**src/rtl/fwd_hazard_ctrl_if.sv**
```systemverilog
// Bundle between the ID-stage decode side and the forwarding/hazard
// controller: instruction tags in, mux selects and stall requests out.
interface fwd_hazard_ctrl_if #(
    parameter int REG_ADDR_W = 5,
    parameter int CNT_W      = 16
);
    logic                  id_valid;
    logic [REG_ADDR_W-1:0] id_rs1;
    logic [REG_ADDR_W-1:0] id_rs2;
    logic [REG_ADDR_W-1:0] id_rd;
    logic                  id_reg_write;
    logic                  id_mem_read;
    logic                  flush;
    logic                  stall;
    logic                  ex_bubble;
    logic [1:0]            fwd_a_sel;
    logic [1:0]            fwd_b_sel;
    logic [CNT_W-1:0]      stall_cnt;

    // Pipeline side: presents the decoded instruction, consumes selects/stalls
    modport master (
        output id_valid, id_rs1, id_rs2, id_rd, id_reg_write, id_mem_read, flush,
        input  stall, ex_bubble, fwd_a_sel, fwd_b_sel, stall_cnt
    );

    // Controller side
    modport slave (
        input  id_valid, id_rs1, id_rs2, id_rd, id_reg_write, id_mem_read, flush,
        output stall, ex_bubble, fwd_a_sel, fwd_b_sel, stall_cnt
    );
endinterface

```
**src/rtl/fwd_hazard_ctrl.sv**
```systemverilog
// Forwarding and load-use hazard controller. Shadows the register tags of
// the instructions in EX, MEM and WB and drives the EX operand mux selects,
// the one-cycle load-use stall and the ID/EX bubble request. No datapath.
module fwd_hazard_ctrl #(
    parameter int REG_ADDR_W = 5,
    parameter int CNT_W      = 16
) (
    input logic             clk,
    input logic             rst_n,
    fwd_hazard_ctrl_if.slave bus
);

    // EX stage tags
    logic                  ex_v_q,   ex_v_d;
    logic [REG_ADDR_W-1:0] ex_rs1_q, ex_rs1_d;
    logic [REG_ADDR_W-1:0] ex_rs2_q, ex_rs2_d;
    logic [REG_ADDR_W-1:0] ex_rd_q,  ex_rd_d;
    logic                  ex_rw_q,  ex_rw_d;
    logic                  ex_mr_q,  ex_mr_d;
    // MEM stage tags
    logic                  mem_v_q,  mem_v_d;
    logic [REG_ADDR_W-1:0] mem_rd_q, mem_rd_d;
    logic                  mem_rw_q, mem_rw_d;
    logic                  mem_mr_q, mem_mr_d;
    // WB stage tags
    logic                  wb_v_q,   wb_v_d;
    logic [REG_ADDR_W-1:0] wb_rd_q,  wb_rd_d;
    logic                  wb_rw_q,  wb_rw_d;
    // Performance counter
    logic [CNT_W-1:0]      stall_cnt_q, stall_cnt_d;

    logic       load_use;
    logic       stall_int;
    logic       bubble_int;
    logic       mem_a_hit, mem_b_hit, wb_a_hit, wb_b_hit;
    logic [1:0] fwd_a_sel_int, fwd_b_sel_int;

    // Load-use detection; a flush kills the consumer so it wins over the stall,
    // and both requests are held low while reset is asserted
    always_comb begin
        load_use   = bus.id_valid & ex_v_q & ex_mr_q & (ex_rd_q != '0) &
                     ((ex_rd_q == bus.id_rs1) | (ex_rd_q == bus.id_rs2));
        stall_int  = load_use & ~bus.flush & rst_n;
        bubble_int = (load_use | bus.flush) & rst_n;
    end

    // Next tag state: tags shift down the pipe, EX takes ID or a cleared bubble
    always_comb begin
        wb_v_d   = mem_v_q;
        wb_rd_d  = mem_rd_q;
        wb_rw_d  = mem_rw_q;
        mem_v_d  = ex_v_q;
        mem_rd_d = ex_rd_q;
        mem_rw_d = ex_rw_q;
        mem_mr_d = ex_mr_q;
        ex_v_d   = 1'b0;
        ex_rs1_d = '0;
        ex_rs2_d = '0;
        ex_rd_d  = '0;
        ex_rw_d  = 1'b0;
        ex_mr_d  = 1'b0;
        if (!bubble_int) begin
            ex_v_d   = bus.id_valid;
            ex_rs1_d = bus.id_rs1;
            ex_rs2_d = bus.id_rs2;
            ex_rd_d  = bus.id_rd;
            ex_rw_d  = bus.id_reg_write;
            ex_mr_d  = bus.id_mem_read;
        end
        stall_cnt_d = stall_cnt_q;
        if (stall_int && (stall_cnt_q != {CNT_W{1'b1}})) begin
            stall_cnt_d = stall_cnt_q + CNT_W'(1);
        end
    end

    // Tag and counter registers; reset drops every in-flight tag immediately
    always_ff @(posedge clk or negedge rst_n) begin
        if (!rst_n) begin
            ex_v_q      <= 1'b0;
            ex_rs1_q    <= '0;
            ex_rs2_q    <= '0;
            ex_rd_q     <= '0;
            ex_rw_q     <= 1'b0;
            ex_mr_q     <= 1'b0;
            mem_v_q     <= 1'b0;
            mem_rd_q    <= '0;
            mem_rw_q    <= 1'b0;
            mem_mr_q    <= 1'b0;
            wb_v_q      <= 1'b0;
            wb_rd_q     <= '0;
            wb_rw_q     <= 1'b0;
            stall_cnt_q <= '0;
        end else begin
            ex_v_q      <= ex_v_d;
            ex_rs1_q    <= ex_rs1_d;
            ex_rs2_q    <= ex_rs2_d;
            ex_rd_q     <= ex_rd_d;
            ex_rw_q     <= ex_rw_d;
            ex_mr_q     <= ex_mr_d;
            mem_v_q     <= mem_v_d;
            mem_rd_q    <= mem_rd_d;
            mem_rw_q    <= mem_rw_d;
            mem_mr_q    <= mem_mr_d;
            wb_v_q      <= wb_v_d;
            wb_rd_q     <= wb_rd_d;
            wb_rw_q     <= wb_rw_d;
            stall_cnt_q <= stall_cnt_d;
        end
    end

    // Operand forwarding: youngest producer (MEM) beats WB, loads in MEM
    // have no data yet, and register 0 is never forwarded
    always_comb begin
        mem_a_hit = mem_v_q & mem_rw_q & ~mem_mr_q & (mem_rd_q != '0) & (mem_rd_q == ex_rs1_q);
        mem_b_hit = mem_v_q & mem_rw_q & ~mem_mr_q & (mem_rd_q != '0) & (mem_rd_q == ex_rs2_q);
        wb_a_hit  = wb_v_q & wb_rw_q & (wb_rd_q != '0) & (wb_rd_q == ex_rs1_q);
        wb_b_hit  = wb_v_q & wb_rw_q & (wb_rd_q != '0) & (wb_rd_q == ex_rs2_q);
        fwd_a_sel_int = 2'b00;
        fwd_b_sel_int = 2'b00;
        if (ex_v_q) begin
            if (mem_a_hit) begin
                fwd_a_sel_int = 2'b10;
            end else if (wb_a_hit) begin
                fwd_a_sel_int = 2'b01;
            end
            if (mem_b_hit) begin
                fwd_b_sel_int = 2'b10;
            end else if (wb_b_hit) begin
                fwd_b_sel_int = 2'b01;
            end
        end
    end

    assign bus.stall     = stall_int;
    assign bus.ex_bubble = bubble_int;
    assign bus.fwd_a_sel = fwd_a_sel_int;
    assign bus.fwd_b_sel = fwd_b_sel_int;
    assign bus.stall_cnt = stall_cnt_q;

endmodule

```
**src/flat_wrapper.sv**
```systemverilog
// flat-port wrapper written by rule: the top's interface ports become plain ports
module fwd_hazard_ctrl_flat 
#(
    parameter int REG_ADDR_W = 5,
    parameter int CNT_W      = 16
)
  (clk, rst_n, bus_id_valid, bus_id_rs1, bus_id_rs2, bus_id_rd, bus_id_reg_write, bus_id_mem_read, bus_flush, bus_stall, bus_ex_bubble, bus_fwd_a_sel, bus_fwd_b_sel, bus_stall_cnt);
  fwd_hazard_ctrl_if #(.REG_ADDR_W(REG_ADDR_W), .CNT_W(CNT_W)) bus_i ();
  input logic clk;
  input logic rst_n;
  input wire logic [$bits(bus_i.id_valid)-1:0] bus_id_valid;
  input wire logic [$bits(bus_i.id_rs1)-1:0] bus_id_rs1;
  input wire logic [$bits(bus_i.id_rs2)-1:0] bus_id_rs2;
  input wire logic [$bits(bus_i.id_rd)-1:0] bus_id_rd;
  input wire logic [$bits(bus_i.id_reg_write)-1:0] bus_id_reg_write;
  input wire logic [$bits(bus_i.id_mem_read)-1:0] bus_id_mem_read;
  input wire logic [$bits(bus_i.flush)-1:0] bus_flush;
  output wire logic [$bits(bus_i.stall)-1:0] bus_stall;
  output wire logic [$bits(bus_i.ex_bubble)-1:0] bus_ex_bubble;
  output wire logic [$bits(bus_i.fwd_a_sel)-1:0] bus_fwd_a_sel;
  output wire logic [$bits(bus_i.fwd_b_sel)-1:0] bus_fwd_b_sel;
  output wire logic [$bits(bus_i.stall_cnt)-1:0] bus_stall_cnt;
  assign bus_i.id_valid = bus_id_valid;
  assign bus_i.id_rs1 = bus_id_rs1;
  assign bus_i.id_rs2 = bus_id_rs2;
  assign bus_i.id_rd = bus_id_rd;
  assign bus_i.id_reg_write = bus_id_reg_write;
  assign bus_i.id_mem_read = bus_id_mem_read;
  assign bus_i.flush = bus_flush;
  assign bus_stall = bus_i.stall;
  assign bus_ex_bubble = bus_i.ex_bubble;
  assign bus_fwd_a_sel = bus_i.fwd_a_sel;
  assign bus_fwd_b_sel = bus_i.fwd_b_sel;
  assign bus_stall_cnt = bus_i.stall_cnt;
  fwd_hazard_ctrl #(.REG_ADDR_W(REG_ADDR_W), .CNT_W(CNT_W)) u_core (.clk(clk), .rst_n(rst_n), .bus(bus_i));
endmodule
```
**config.mk**
```make
export PLATFORM = sky130hd
export DESIGN_NAME = fwd_hazard_ctrl_flat
export DESIGN_NICKNAME = d
export VERILOG_FILES = /design/src/rtl/fwd_hazard_ctrl_if.sv /design/src/rtl/fwd_hazard_ctrl.sv /design/src/flat_wrapper.sv
export SDC_FILE = /design/constraint.sdc
export NUM_CORES = 1
export LEC_CHECK = 0
export ABC_AREA = 0
export ABC_CLOCK_PERIOD_IN_PS = 2600
export CAP_MARGIN = 20
export CORE_MARGIN = 2
export CORE_UTILIZATION = 51
export CTS_CLUSTER_SIZE = 40
export DETAILED_ROUTE_END_ITERATION = 8
export GPL_ROUTABILITY_DRIVEN = 0
export GPL_TIMING_DRIVEN = 0
export HOLD_SLACK_MARGIN = 0.05
export PLACE_DENSITY_LB_ADDON = 0.08
export SYNTH_ARGS = -nofsm -noshare
export SYNTH_HDL_FRONTEND = slang
export SYNTH_SLANG_ARGS = --single-unit
```
**constraint.sdc**
```tcl
create_clock -name clk -period 2.6 [get_ports clk]
set_input_delay 0.52 -clock clk [delete_from_list [all_inputs] [get_ports clk]]
set_output_delay 0.52 -clock clk [all_outputs]
set_load 0.01 [all_outputs]
```
==> results of run 1 <==
==> metrics by stage <==
stage / setup WS, ns / power [mW] / std cells / hold slack [ns]
3_5_place_dp: -0.628 / 1.01 / 291 / 0.335
3_3_place_gp: -1.91 / 1.00 / 290 / 0.334
6_report: 0.0850 / 1.57 / 309 / 0.195
4_1_cts: 0.00370 / 1.58 / 308 / 0.203
5_1_grt: 0.00249 / 1.64 / 309 / 0.232
2_1_floorplan: 0.557 / 0.926 / 196 / 0.224
==> registers in the layout, summed over array words and instances (netlist names), 5 cells and up <==
signal and cells:
u_core.mem_rd_q 5, u_core.ex_rs1_q 5, u_core.wb_rd_q 5, u_core.ex_rs2_q 5
u_core.bus.stall_cnt 16, u_core.ex_rd_q 5
==> cell type report <==
class	count	area (sq um)	share of cell area, %
Clock inverter	2	37.5	1.26
Tap cell	52	65.1	2.18
Inverter	1	3.75	0.126
Clock buffer	6	82.6	2.76
Buffer	3	26.3	0.879
Sequential cell	49	1230	41.0
Multi-Input combinational cell	143	1040	34.8
Timing Repair Buffer	53	508	17.0
==> cells by family (layout without fill, tap and decap cells) <==
family          Yosys count  in the layout  share of synthesized area (%)
flops                    49             49                           54.4
buf+inv                   4             65                           1.05
fa+ha+maj                 1              1                          0.555
mux                       2              2                          0.998
compound gates            8              8                           3.72
xor+xnor                 44             44                           17.1
simple gates             88             88                           22.2
==> worst paths after layout <==
kind	from	cells past startpoint	end
max in group asynchronous	rst_n	2	u_core.ex_rs1_q[0]
min	rst_n	1	u_core.bus.stall_cnt[5]
max reg2reg	u_core.ex_rd_q[0]	6	u_core.bus.stall_cnt[1]
max	bus_id_rs1[2]	7	bus_stall
min in group clk	u_core.ex_rw_q	0	u_core.mem_rw_q
min reg2reg	u_core.ex_rw_q	0	u_core.mem_rw_q
==> layout by cell type, fill, tap and decap left out, types with 6 or more instances in the layout <==
cell             count
clkbuf_8             6
xnor2_1             34
dfrtp_1             48
nand4_1             10
nor3_1               7
nor2_1               6
nand2_1             11
nand3_1             15
xor2_1              10
clkdlybuf4s50_1     34
and3_1              22
buf_4                9
==> metal layers <==
layer	vias to the layer above	global-route usage [%]	wire [microns]	part of all wire (%)
met3	7	4.04	202	4.5
met4	0	6.20	82	1.8
met1	793	30.2	2160	48
li1	811	-	-	-
met2	44	29.0	2030	45
met5	-	0	0	0
==> repair_timing <==
item                                    in CTS  in global routing
pin swaps                                    3                  4
buffers inserted                             9                  1
endpoints found under the setup margin       6                  4
gates resized for setup                     16                  7
==> power breakdown <==
part           switching [mW]  total (mW)  internal, mW
clock network           0.245       0.558         0.313
registers              0.0346       0.831         0.796
logic                  0.0829       0.185         0.103
==> results_dict.tcl, run 1 <==
set metrics [dict create \
    viasPerCell 5.36 \
    cts_tree "yes" \
    fmax_ghz 0.398 \
    seq_area_frac_synth_pct 54.4 \
    ctsRootBufferMaster "clkbuf_8" \
    cts_buffers 5 \
    io_buffer_count 42 \
    critPathSlowestCell "clkdlybuf4s50_1" \
    yosys.cell_types.count 33 \
    dr.first_iter.drc_count 90 \
    setup_tns_ns 0 \
    diodes 0 \
    die_h_microns 70.5 \
    synth-edff-count 0 \
    crit_required_ns 2.08 \
    cp_max_fo 4 \
    setup_violations 0 \
    syn_area_per_cell_sq_um 11.5 \
    final_core_util_pct 69.6 \
    hold_viol 0 \
    synth.area.top_cells "dfrtp_1 (54%), xnor2_1 (13%), and3_1 (6.1%)" \
    fillers 334 \
    p_leak_nw 1.27 \
    powerDensity_mw_per_mm2 526 \
    cap_violations 0 \
    critPathKind "in2out" \
    area_delta_synth_final_pct 32.6 \
    grt_pass1_vias 1640 \
    route.detailed.drc 0 \
    design.die.area_sq_mm 0.00497 \
    cts.sinks 49 \
    crit_buf_inv 3 \
    finalCriticalPeriod_ns 2.51 \
    yosys_register_bits 49 \
    syn_inst 196 \
    die_x_microns 70.5 \
    cts.clk_slew.worst_paths_ns 0.09 \
    initial_core_util_pct 52.5 \
    cp_cell_sequence "clkdlybuf4s50_1 > xnor2_1 > nand3_1 > o22ai_4 > buf_6 > and2_1 > clkdlybuf4s15_1" \
    cts.htree.levels 2 \
    cpPeakStageDelay_ns 0.48 \
    coreArea_sq_mm 0.00429 \
    dominantRegCellSynth "dfrtp_1" \
    ios 43 \
    drt_first_pass_iters 4 \
    fin_skew_ns 0.00653 \
    async_flop_share_pct 100 \
    rsz0062_at_grt "false" \
    yosysWarnings 0 \
    dpl.hpwl_mm 3.30 \
    detail-route-antenna-nets 0 \
    yosys.area.top_type "dfrtp_1" \
    critPathTopFamily "buffers and inverters" \
    peakVddDrop_v 0.000355 \
    relSlewSlack_pct 62.8 \
    synthesis.area_sq_mm 0.00226 \
    status "completed" \
    clockBufferDepth 2 \
    wire_per_inst_microns 14.5 \
    final_area_sq_mm 0.00299 \
    num_rows 24 \
    antenna_found_initial 0 \
    r2r_slack_ns 0.56 \
    endpoint_kind "output pin" \
    synth.most_common_cell "dfrtp_1" \
    cp.arrival_ns 1.99 \
    nets 278 \
    hold_buffers 0 \
    synthTopCellsByCount "dfrtp_1 (49), xnor2_1 (34), and3_1 (22), nand3_1 (15), nand2_1 (11)" \
    placed_area_sq_mm 0.00276 \
    syn_nets 218 \
    drt_wl_total_mm 4.48 \
    insertion_delay_ns 0.30 \
    yosysTopAreaCellShare_pct 54.4 \
    vias 1655 \
    drive_gt1_share_pct 14.0 \
    final_max_slew_viol_count 0 \
    post-route-period-util_pct 96.7 \
    overflow 0 \
    start_kind "input port" \
    hold_path_class "in2async" \
    grt_max_degree 31 \
    track_usage_pct 19.9 \
    tightest_slew_ns 0.558 \
    grt_pass1_wl_mm 7.71 \
]
No activity file was read; power rests on OpenSTA's default activity.
==> run 2, diff against run 1 <==
Settings changed: CTS_CLUSTER_SIZE 40 to unset, REMOVE_ABC_BUFFERS set to 1, SKIP_CTS_REPAIR_TIMING set to 1.
==> run 2 against run 1 <==
Largest power group unchanged. Wire length increased by 4.8%. Final area decreased by 0.75%. Power decreased by 7.5%.
==> results_dict.tcl, run 2 (synthesis results as in run 1) <==
set metrics [dict create \
    fmax_ghz 0.396 \
    fin_skew_ns 0.0116 \
    initial_core_util_pct 52.5 \
    antenna_found_initial 0 \
    die_h_microns 70.5 \
    cp_max_fo 4 \
    viasPerCell 5.43 \
    ios 43 \
    drive_gt1_share_pct 13.6 \
    powerDensity_mw_per_mm2 491 \
    post-route-period-util_pct 97.0 \
    peakVddDrop_v 0.000365 \
    setup_violations 0 \
    final_max_slew_viol_count 0 \
    final_common_cell "dfrtp_1" \
    critPathKind "reg2out" \
    area_delta_synth_final_pct 31.6 \
    cts_buffers 5 \
    grt_pass1_wl_mm 7.85 \
    largest_register_ff_count 16 \
    route.detailed.drc 0 \
    grt_use_met2_pct 31.2 \
    cap_violations 0 \
    hold_path_class "in2async" \
    cp.arrival_ns 2.00 \
    comb_power_share_pct 12.6 \
    mostFrequentLayoutCells "dfrtp_1 (48), clkdlybuf4s50_1 (35), xnor2_1 (34)" \
    coreArea_sq_mm 0.00429 \
    grt_use_met3_pct 5.05 \
    start_kind "flip-flop" \
    finalCriticalPeriod_ns 2.52 \
    crit_required_ns 2.08 \
    overflow 0 \
    status "completed" \
    design.die.area_sq_mm 0.00497 \
    hold_viol 0 \
    p_seq_share_pct 57.2 \
    cts.htree.levels 2 \
    endpoint_kind "output pin" \
    wire_per_inst_microns 15.1 \
    clockBufferDepth 2 \
    placed_area_sq_mm 0.00274 \
    grt_pass1_vias 1672 \
    detail-route-antenna-nets 0 \
    internal_power_mw 1.09 \
    cts.clk_slew.worst_paths_ns 0.09 \
    nets 279 \
    num_rows 24 \
    vias 1684 \
    ctsRootBufferMaster "clkbuf_8" \
    p_leak_nw 1.33 \
    relSlewSlack_pct 63.5 \
    cts.sinks 49 \
    drt_wl_total_mm 4.69 \
    grt_max_degree 43 \
    fin_ws_ns 0.0771 \
    die_x_microns 70.5 \
    use_met1_pct 27.8 \
    power.share.switching_pct 25.2 \
    pwr-share-clk_pct 30.2 \
    final_area_sq_mm 0.00297 \
    dr.first_iter.drc_count 90 \
    drt_first_pass_iters 4 \
    grt-busiest-layer "met2" \
    rsz0062_at_grt "true" \
    dpl.hpwl_mm 3.36 \
    insertion_delay_ns 0.30 \
    track_usage_pct 20.0 \
    pre_cts_slack_ns -0.770 \
    diodes 0 \
    io_buffer_count 42 \
    p_switching_mw 0.367 \
    tightest_slew_ns 0.546 \
    cts_tree "yes" \
]
-- run 2: changes by cell type in the layout (fill, tap and decap cells not counted), moves of 2 or more --
cell	before	now
buf_4	9	14
dlymetal6s2s_1	1	6
buf_6	3	0
dlygate4sd2_1	3	0
clkdlybuf4s15_1	2	0
-- run 2: cell type report --
cell class,count,area (sq um)
Fill cell,323,1330
Sequential cell,49,1230
Multi-Input combinational cell,143,1030
Timing Repair Buffer,57,556
Clock buffer,6,72.6
Tap cell,52,65.1
Clock inverter,2,15.0
Inverter,1,3.75
-- run 2: worst paths after layout --
path,from,endpoint,slack [ns],cells after the start
worst max-delay path,u_core.ex_rd_q[2],bus_ex_bubble,0.08,6
worst min-delay path,rst_n,u_core.bus.stall_cnt[2],0.09,1
worst max register to register,u_core.ex_rd_q[2],u_core.bus.stall_cnt[1],0.54,6
worst min register to register,u_core.ex_rw_q,u_core.mem_rw_q,0.36,0
max in group asynchronous,rst_n,u_core.ex_rd_q[2],1.98,2
min in group clk,u_core.ex_rw_q,u_core.mem_rw_q,0.36,0
-- run 2: layer usage --
metal / vias up / part of all wire, %
li1: 805 / -
met1: 826 / 45
met2: 43 / 48
met3: 10 / 4.9
met4: 0 / 2.0
met5: - / 0
-- run 2: critical path: stages, from the launching register on --
cell            delay, ns
dfrtp_2              0.45
or4_4                0.50
o2111ai_4            0.29
inv_2                0.09
a21oi_1              0.13
nor2b_1              0.07
dlymetal6s2s_1       0.17
-- run 2: metrics by stage --
stage,setup TNS (ns),hold slack [ns],instances,total power [mW],util (%)
3_3_place_gp,-67.38,0.333,287,0.999,63.4
6_report,0,0.0911,310,1.46,69.1
3_5_place_dp,-1.52,0.338,288,1.01,63.7
4_1_cts,-2.45,0.0991,296,1.44,65.8
5_1_grt,-0.0521,0.0992,310,1.52,69.1
2_1_floorplan,0,0.224,193,0.925,-
-- run 2: power by group through the flow --
stage	Combinational [mW]	Clock, mW	Sequential (mW)
floorplan	0.0843	0	0.841
global placement	0.151	0	0.848
detailed placement	0.157	0	0.850
finish	0.183	0.440	0.833
global route	0.201	0.485	0.838
CTS	0.157	0.450	0.835
==> run 3, diff against run 2 <==
Settings changed: HOLD_SLACK_MARGIN 0.05 to 0.06.
==> results of run 3 <==
No change in the layout: final DEF, timing and power equal those of run 2.
